## src/rtl/cpu_reset_sequencer.sv

```systemverilog
// CPU reset sequencer: holds the CPU in reset until the selected clock has been
// stably locked for HOLD_CYCLES, and re-sequences on lock loss, source switch or software request.
module cpu_reset_sequencer #(
    parameter int SYNC_STAGES = 2,
    parameter int HOLD_CYCLES = 16
) (
    input  logic       clk_cpu,
    input  logic       reset,
    input  logic       locked,
    input  logic       clk_wiz_enable,
    input  logic       sw_reset_req,
    input  logic       lock_lost_clr,
    output logic       cpu_reset_n,
    output logic [1:0] seq_state,
    output logic [7:0] lock_loss_count,
    output logic       lock_lost
);

    typedef enum logic [1:0] {
        ST_WAIT_LOCK = 2'b00,
        ST_COUNT     = 2'b01,
        ST_RUN       = 2'b10,
        ST_ILLEGAL   = 2'b11
    } state_e;

    localparam logic [15:0] HOLD_LAST = 16'(HOLD_CYCLES - 1);

    logic [SYNC_STAGES-1:0] locked_sync_q, locked_sync_d;
    logic [SYNC_STAGES-1:0] sel_sync_q, sel_sync_d;
    logic                   sel_q, sel_d;
    state_e                 state_q, state_d;
    logic [15:0]            cnt_q, cnt_d;
    logic                   cpu_reset_n_q, cpu_reset_n_d;
    logic [7:0]             loss_cnt_q, loss_cnt_d;
    logic                   lock_lost_q, lock_lost_d;

    logic locked_s;
    logic sel_s;
    logic sel_chg;
    logic loss_evt;

    assign locked_s = locked_sync_q[SYNC_STAGES-1];
    assign sel_s    = sel_sync_q[SYNC_STAGES-1];
    assign sel_chg  = sel_s ^ sel_q;

    always_comb begin
        locked_sync_d = {locked_sync_q[SYNC_STAGES-2:0], locked};
        sel_sync_d    = {sel_sync_q[SYNC_STAGES-2:0], clk_wiz_enable};
        sel_d         = sel_s;
        state_d       = state_q;
        cnt_d         = cnt_q;
        loss_evt      = 1'b0;

        case (state_q)
            ST_WAIT_LOCK: begin
                cnt_d = '0;
                if (locked_s && !sel_chg) begin
                    state_d = ST_COUNT;
                end
            end
            ST_COUNT: begin
                cnt_d = cnt_q + 16'd1;
                if (!locked_s || sel_chg) begin
                    state_d = ST_WAIT_LOCK;
                    cnt_d   = '0;
                end else if (sw_reset_req) begin
                    cnt_d = '0;
                end else if (cnt_q == HOLD_LAST) begin
                    state_d = ST_RUN;
                end
            end
            ST_RUN: begin
                if (!locked_s) begin
                    state_d  = ST_WAIT_LOCK;
                    cnt_d    = '0;
                    loss_evt = 1'b1;
                end else if (sel_chg) begin
                    state_d = ST_WAIT_LOCK;
                    cnt_d   = '0;
                end else if (sw_reset_req) begin
                    state_d = ST_COUNT;
                    cnt_d   = '0;
                end
            end
            default: begin
                state_d = ST_WAIT_LOCK;
                cnt_d   = '0;
            end
        endcase

        // Reset output tracks the next state so it moves on the same edge as the FSM.
        cpu_reset_n_d = (state_d == ST_RUN);

        loss_cnt_d = loss_cnt_q;
        if (loss_evt && (loss_cnt_q != 8'hFF)) begin
            loss_cnt_d = loss_cnt_q + 8'd1;
        end

        // A loss in the same cycle as a clear must stay visible.
        lock_lost_d = lock_lost_q;
        if (loss_evt) begin
            lock_lost_d = 1'b1;
        end else if (lock_lost_clr) begin
            lock_lost_d = 1'b0;
        end
    end

    always_ff @(posedge clk_cpu or posedge reset) begin
        if (reset) begin
            locked_sync_q <= '0;
            sel_sync_q    <= '0;
            sel_q         <= 1'b0;
            state_q       <= ST_WAIT_LOCK;
            cnt_q         <= '0;
            cpu_reset_n_q <= 1'b0;
            loss_cnt_q    <= '0;
            lock_lost_q   <= 1'b0;
        end else begin
            locked_sync_q <= locked_sync_d;
            sel_sync_q    <= sel_sync_d;
            sel_q         <= sel_d;
            state_q       <= state_d;
            cnt_q         <= cnt_d;
            cpu_reset_n_q <= cpu_reset_n_d;
            loss_cnt_q    <= loss_cnt_d;
            lock_lost_q   <= lock_lost_d;
        end
    end

    assign cpu_reset_n     = cpu_reset_n_q;
    assign seq_state       = state_q;
    assign lock_loss_count = loss_cnt_q;
    assign lock_lost       = lock_lost_q;

endmodule

```

## config.mk

```make
export PLATFORM = sky130hd
export DESIGN_NAME = cpu_reset_sequencer
export DESIGN_NICKNAME = d
export VERILOG_FILES = /design/src/rtl/cpu_reset_sequencer.sv
export SDC_FILE = /design/constraint.sdc
export NUM_CORES = 1
export LEC_CHECK = 0
export ABC_AREA = 1
export CAP_MARGIN = 20
export CORE_AREA = 2 2 51 72
export DETAILED_ROUTE_END_ITERATION = 10
export DIE_AREA = 0 0 53 74
export PLACE_DENSITY = 0.78
export SLEW_MARGIN = 40
export SYNTH_ARGS = -nofsm -noshare
export SYNTH_HDL_FRONTEND = slang
export SYNTH_SLANG_ARGS = --single-unit
```

## constraint.sdc

```tcl
create_clock -name clk_cpu -period 1.8 [get_ports clk_cpu]
set_input_delay 0.27 -clock clk_cpu [delete_from_list [all_inputs] [get_ports clk_cpu]]
set_output_delay 0.27 -clock clk_cpu [all_outputs]
set_load 0.01 [all_outputs]
```

==> impl_metrics.xml <==
<?xml version="1.0" encoding="UTF-8"?>
<metrics>
  <group name="timing">
    <metric name="period_share" unit="">0.8761</metric>
    <metric name="fin_worst_skew" unit="ns">0.009128</metric>
    <metric name="maxSlewHeadroom" unit="">0.7332</metric>
    <metric name="timing_hold_violations_final" unit="">0</metric>
    <metric name="final.min_clock_period" unit="ns">1.577</metric>
    <metric name="setup_viol_count_final" unit="">0</metric>
    <metric name="worst_slew_pin_slew" unit="ns">0.4002</metric>
    <metric name="drv_slew" unit="">0</metric>
    <metric name="rsz0062_at_grt" unit="">false</metric>
    <metric name="fin_tns_setup" unit="ns">0</metric>
    <metric name="fmax" unit="MHz">634.1</metric>
  </group>
  <group name="worst_hold_path">
    <metric name="hold_class" unit="">in2async</metric>
  </group>
  <group name="global_route">
    <metric name="first_global_vias" unit="">1402</metric>
    <metric name="global_route_wire_length_before_repair" unit="um">5947</metric>
    <metric name="grt_antenna_before_repair" unit="">0</metric>
    <metric name="grt_start_max_net_pins" unit="">34</metric>
    <metric name="overflow" unit="">0</metric>
    <metric name="total_global_routing_track_utilization" unit="">0.2085</metric>
  </group>
  <group name="power_and_ir_drop">
    <metric name="p_sw_frac" unit="">0.2331</metric>
    <metric name="total_power" unit="uW">1420</metric>
    <metric name="cellInternalPower" unit="uW">1089</metric>
    <metric name="vdd.ir_drop.worst" unit="mV">0.6125</metric>
    <metric name="power_switching" unit="uW">331.0</metric>
    <metric name="cellLeakagePower" unit="uW">0.0009698</metric>
    <metric name="p_seq_frac" unit="">0.533</metric>
    <metric name="share_comb_of_total_power" unit="">0.048</metric>
    <metric name="p_per_area" unit="mW/mm^2">679.8</metric>
    <metric name="power_frac_clock" unit="">0.418</metric>
  </group>
  <group name="setup_path">
    <metric name="critPathTopFamily" unit="">buffers and inverters</metric>
    <metric name="crit_path_top_delay_cell" unit="">clkdlybuf4s50_1</metric>
    <metric name="crit_path_end_kind" unit="">output port</metric>
    <metric name="timing.critical_path.fanout_max" unit="">4</metric>
    <metric name="setup.worst_path.start" unit="">lock_loss_count[0]$_DFFE_PP0P_</metric>
    <metric name="timing.critical_path.required" unit="ns">1.53</metric>
    <metric name="setup.worst_path.start_class" unit="">flop</metric>
    <metric name="cp_data_arrival_time" unit="ns">1.31</metric>
    <metric name="worst_path_largest_cell_delay" unit="ns">0.53</metric>
    <metric name="rr_startpoint" unit="">cnt_q[0]$_DFFE_PP0P_</metric>
    <metric name="reg2reg_to" unit="">cnt_q[10]$_DFFE_PP0P_</metric>
    <metric name="combined_buffer_and_inverter_count_along_the_critical_path" unit="">2</metric>
    <metric name="rr_worst_depth" unit="">8</metric>
    <metric name="list_of_cells_traversed_by_the_critical_path" unit="">buf_4, clkdlybuf4s50_1</metric>
    <metric name="register_to_register_setup_slack" unit="ns">0.26</metric>
    <metric name="setup.worst_path.class" unit="">reg2out</metric>
  </group>
  <group name="die">
    <metric name="core.rowCount" unit="">25</metric>
    <metric name="ioPinCount" unit="">18</metric>
    <metric name="die-width" unit="um">53</metric>
    <metric name="design.die.area" unit="mm^2">0.003922</metric>
    <metric name="dieHeight" unit="um">74</metric>
    <metric name="initial_core_util" unit="">0.5398</metric>
    <metric name="total_core_area" unit="mm^2">0.003284</metric>
  </group>
  <group name="cts">
    <metric name="cts_tree" unit="">yes</metric>
    <metric name="clk-insertion-delay-late" unit="ns">0.29</metric>
    <metric name="quantity_of_hold_fixing_buffers_added_after_cts" unit="">0</metric>
    <metric name="cts_buffer_count" unit="">5</metric>
    <metric name="cts_max_path_buffers" unit="">2</metric>
    <metric name="clockRootBuffer" unit="">clkbuf_8</metric>
    <metric name="h_tree_level_count" unit="">2</metric>
    <metric name="post_cts_buffers" unit="">0</metric>
    <metric name="clkSlewWorstSetupHoldPaths" unit="ns">0.08</metric>
    <metric name="clock_sink_count" unit="">33</metric>
    <metric name="post_cts_resized" unit="">0</metric>
  </group>
  <group name="place">
    <metric name="io_buffers" unit="">17</metric>
    <metric name="dpl.cell_count" unit="">273</metric>
    <metric name="gpl.final_weighted_congestion" unit="">0.8697</metric>
    <metric name="dpl.hpwl" unit="um">2444</metric>
  </group>
  <group name="yosys">
    <metric name="cell_area_after_synthesis" unit="mm^2">0.001773</metric>
    <metric name="yosys-top-cells-area" unit="">dfrtp_1, nand2_1, nor2_1</metric>
    <metric name="synth-simple-area-share" unit="">0.3536</metric>
    <metric name="sequential_fraction_of_the_synthesis_area" unit="">0.4658</metric>
    <metric name="main_combinational_cell_family_by_area_after_synthesis" unit="">simple AND/OR/NAND/NOR gates</metric>
    <metric name="synth-async-reset-ratio" unit="">1.000</metric>
    <metric name="yosysWarningCount" unit="">0</metric>
    <metric name="synthesis.nets" unit="">224</metric>
    <metric name="synth_xor_area_frac" unit="">0.03458</metric>
    <metric name="synthMuxAreaShare" unit="">0</metric>
    <metric name="postSynth.topFlopCell" unit="">dfrtp_1</metric>
    <metric name="yosys_reg_bits" unit="">33</metric>
    <metric name="post_synth.cell_area_avg" unit="um^2">8.208</metric>
    <metric name="synth_top_area_share" unit="">0.4658</metric>
    <metric name="synth.distinct_cells" unit="">28</metric>
    <metric name="synth_commonest_cells" unit="">nand2_1, dfrtp_1, nor2_1</metric>
    <metric name="synth_compound_gate_area_share" unit="">0.04799</metric>
    <metric name="synth_area_leader_cell" unit="">dfrtp_1</metric>
    <metric name="synth_cells" unit="">216</metric>
    <metric name="synth_enable_flop_cells" unit="">0</metric>
    <metric name="synthAdderAreaFrac" unit="">0.01411</metric>
    <metric name="top_count_cell_post_synth" unit="">nand2_1</metric>
  </group>
  <group name="routing">
    <metric name="post-route-drc-count" unit="">0</metric>
    <metric name="vias_per_std_cell" unit="">5.025</metric>
    <metric name="ant_nets" unit="">0</metric>
    <metric name="drtPass1Iterations" unit="">4</metric>
    <metric name="route.vias.total" unit="">1412</metric>
    <metric name="routed_wire_length_per_instance" unit="um">11.92</metric>
    <metric name="detail_route.iter0.violations" unit="">33</metric>
    <metric name="routed_wl" unit="um">3350</metric>
  </group>
  <group name="job">
    <metric name="max_cap_violations" unit="">0</metric>
  </group>
  <group name="finish">
    <metric name="final-instance-count-excl-fill" unit="">281</metric>
    <metric name="final_core_util" unit="">0.6358</metric>
    <metric name="num_antenna_cells" unit="">0</metric>
    <metric name="drive_above_1_share" unit="">0.1992</metric>
    <metric name="final_net_count" unit="">248</metric>
    <metric name="layout-area-overhead-vs-synth" unit="%">17.78</metric>
  </group>
  <group name="status">
    <metric name="outcome" unit="">completed</metric>
  </group>
</metrics>
through the flow:
stage	hold slack (ns)	cell area [um^2]	setup slack (ns)
finish	0.3520	2088	0.2230
global route	0.3589	2088	0.07246
CTS	0.3564	2088	0.2088
detailed placement	0.3403	1992	0.1729
global placement	0.3352	1992	0.2231
floorplan	0.3014	1773	0.4300
state kept, by name, indices dropped and copies added (netlist names):
| register | count |
|---|---|
| cnt_q | 16 |
| cpu_reset_n | 1 |
| lock_loss_count | 8 |
| lock_lost | 1 |
| locked_sync_q | 2 |
| sel_q | 1 |
| sel_sync_q | 2 |
| seq_state | 2 |
kinds of logic after synthesis:
kind of cell | after synthesis
adder cells (fa/ha/maj) | 2
flip-flops | 33
XOR/XNOR | 7
AND/OR/NAND/NOR | 125
AO/OA/AOI/OAI | 16
buffers and inverters | 33
worst register-to-register path, cell delays in order (launching register included):
cell     delay, ns
dfrtp_1       0.40
ha_1          0.21
nand3_1       0.19
nor3_2        0.27
nand2_2       0.11
nor2_1        0.10
nand2_1       0.05
nand2_1       0.06
nor2_2        0.03
power by group through the flow:
stage / Combinational (uW) / Clock (uW) / Sequential (uW)
2_1_floorplan: 45.4 / 0 / 770
3_3_place_gp: 69.5 / 0 / 770
5_1_grt: 79.0 / 641 / 757
6_report: 68.8 / 594 / 757
3_5_place_dp: 71.5 / 0 / 771
4_1_cts: 71.1 / 610 / 757
cells in the final DEF, fill, tap and decap left out:
cell / n
inv_1: 25
o21ai_0: 3
or2_4: 1
dfrtp_1: 33
xor2_1: 5
nor2_1: 29
nand2b_1: 1
nor3_2: 2
nor2_2: 10
nand4_1: 4
nand3_2: 2
o21ai_1: 5
nand2_2: 13
clkinv_4: 1
nand3b_1: 3
a21o_1: 1
nand3_1: 10
buf_12: 1
nand2_4: 2
clkinv_2: 1
inv_2: 5
ha_1: 2
o22ai_1: 2
buf_4: 2
a21oi_1: 5
clkbuf_8: 6
clkdlybuf4s50_1: 17
nor3_1: 3
nor2_4: 2
nand2_1: 43
xnor2_1: 2
worst max-delay path by stage:
stage | end | cells past startpoint
after floorplan | lock_loss_count[2]$_DFFE_PP0P_ | 7
after global placement | cnt_q[10]$_DFFE_PP0P_ | 9
after detailed placement | cnt_q[3]$_DFFE_PP0P_ | 6
after CTS | lock_loss_count[0] | 2
after global routing | cnt_q[10]$_DFFE_PP0P_ | 8
final | lock_loss_count[0] | 2
metal layers:
metal	track usage	up-vias	part of all wire
li1	-	722	-
met1	0.2441	656	0.41
met2	0.3486	25	0.53
met3	0.04016	9	0.032
met4	0.1254	0	0.030
met5	0	-	0
area by class of cell:
cell class                      instances  area, um^2
Clock buffer                            6       82.58
Tap cell                               40       50.05
Sequential cell                        33       825.8
Inverter                               30       112.6
Clock inverter                          2       13.76
Fill cell                             305        1196
Multi-Input combinational cell        150       798.3
Timing Repair Buffer                   20       205.2
Note: power is estimated with default switching activity, not from simulation.
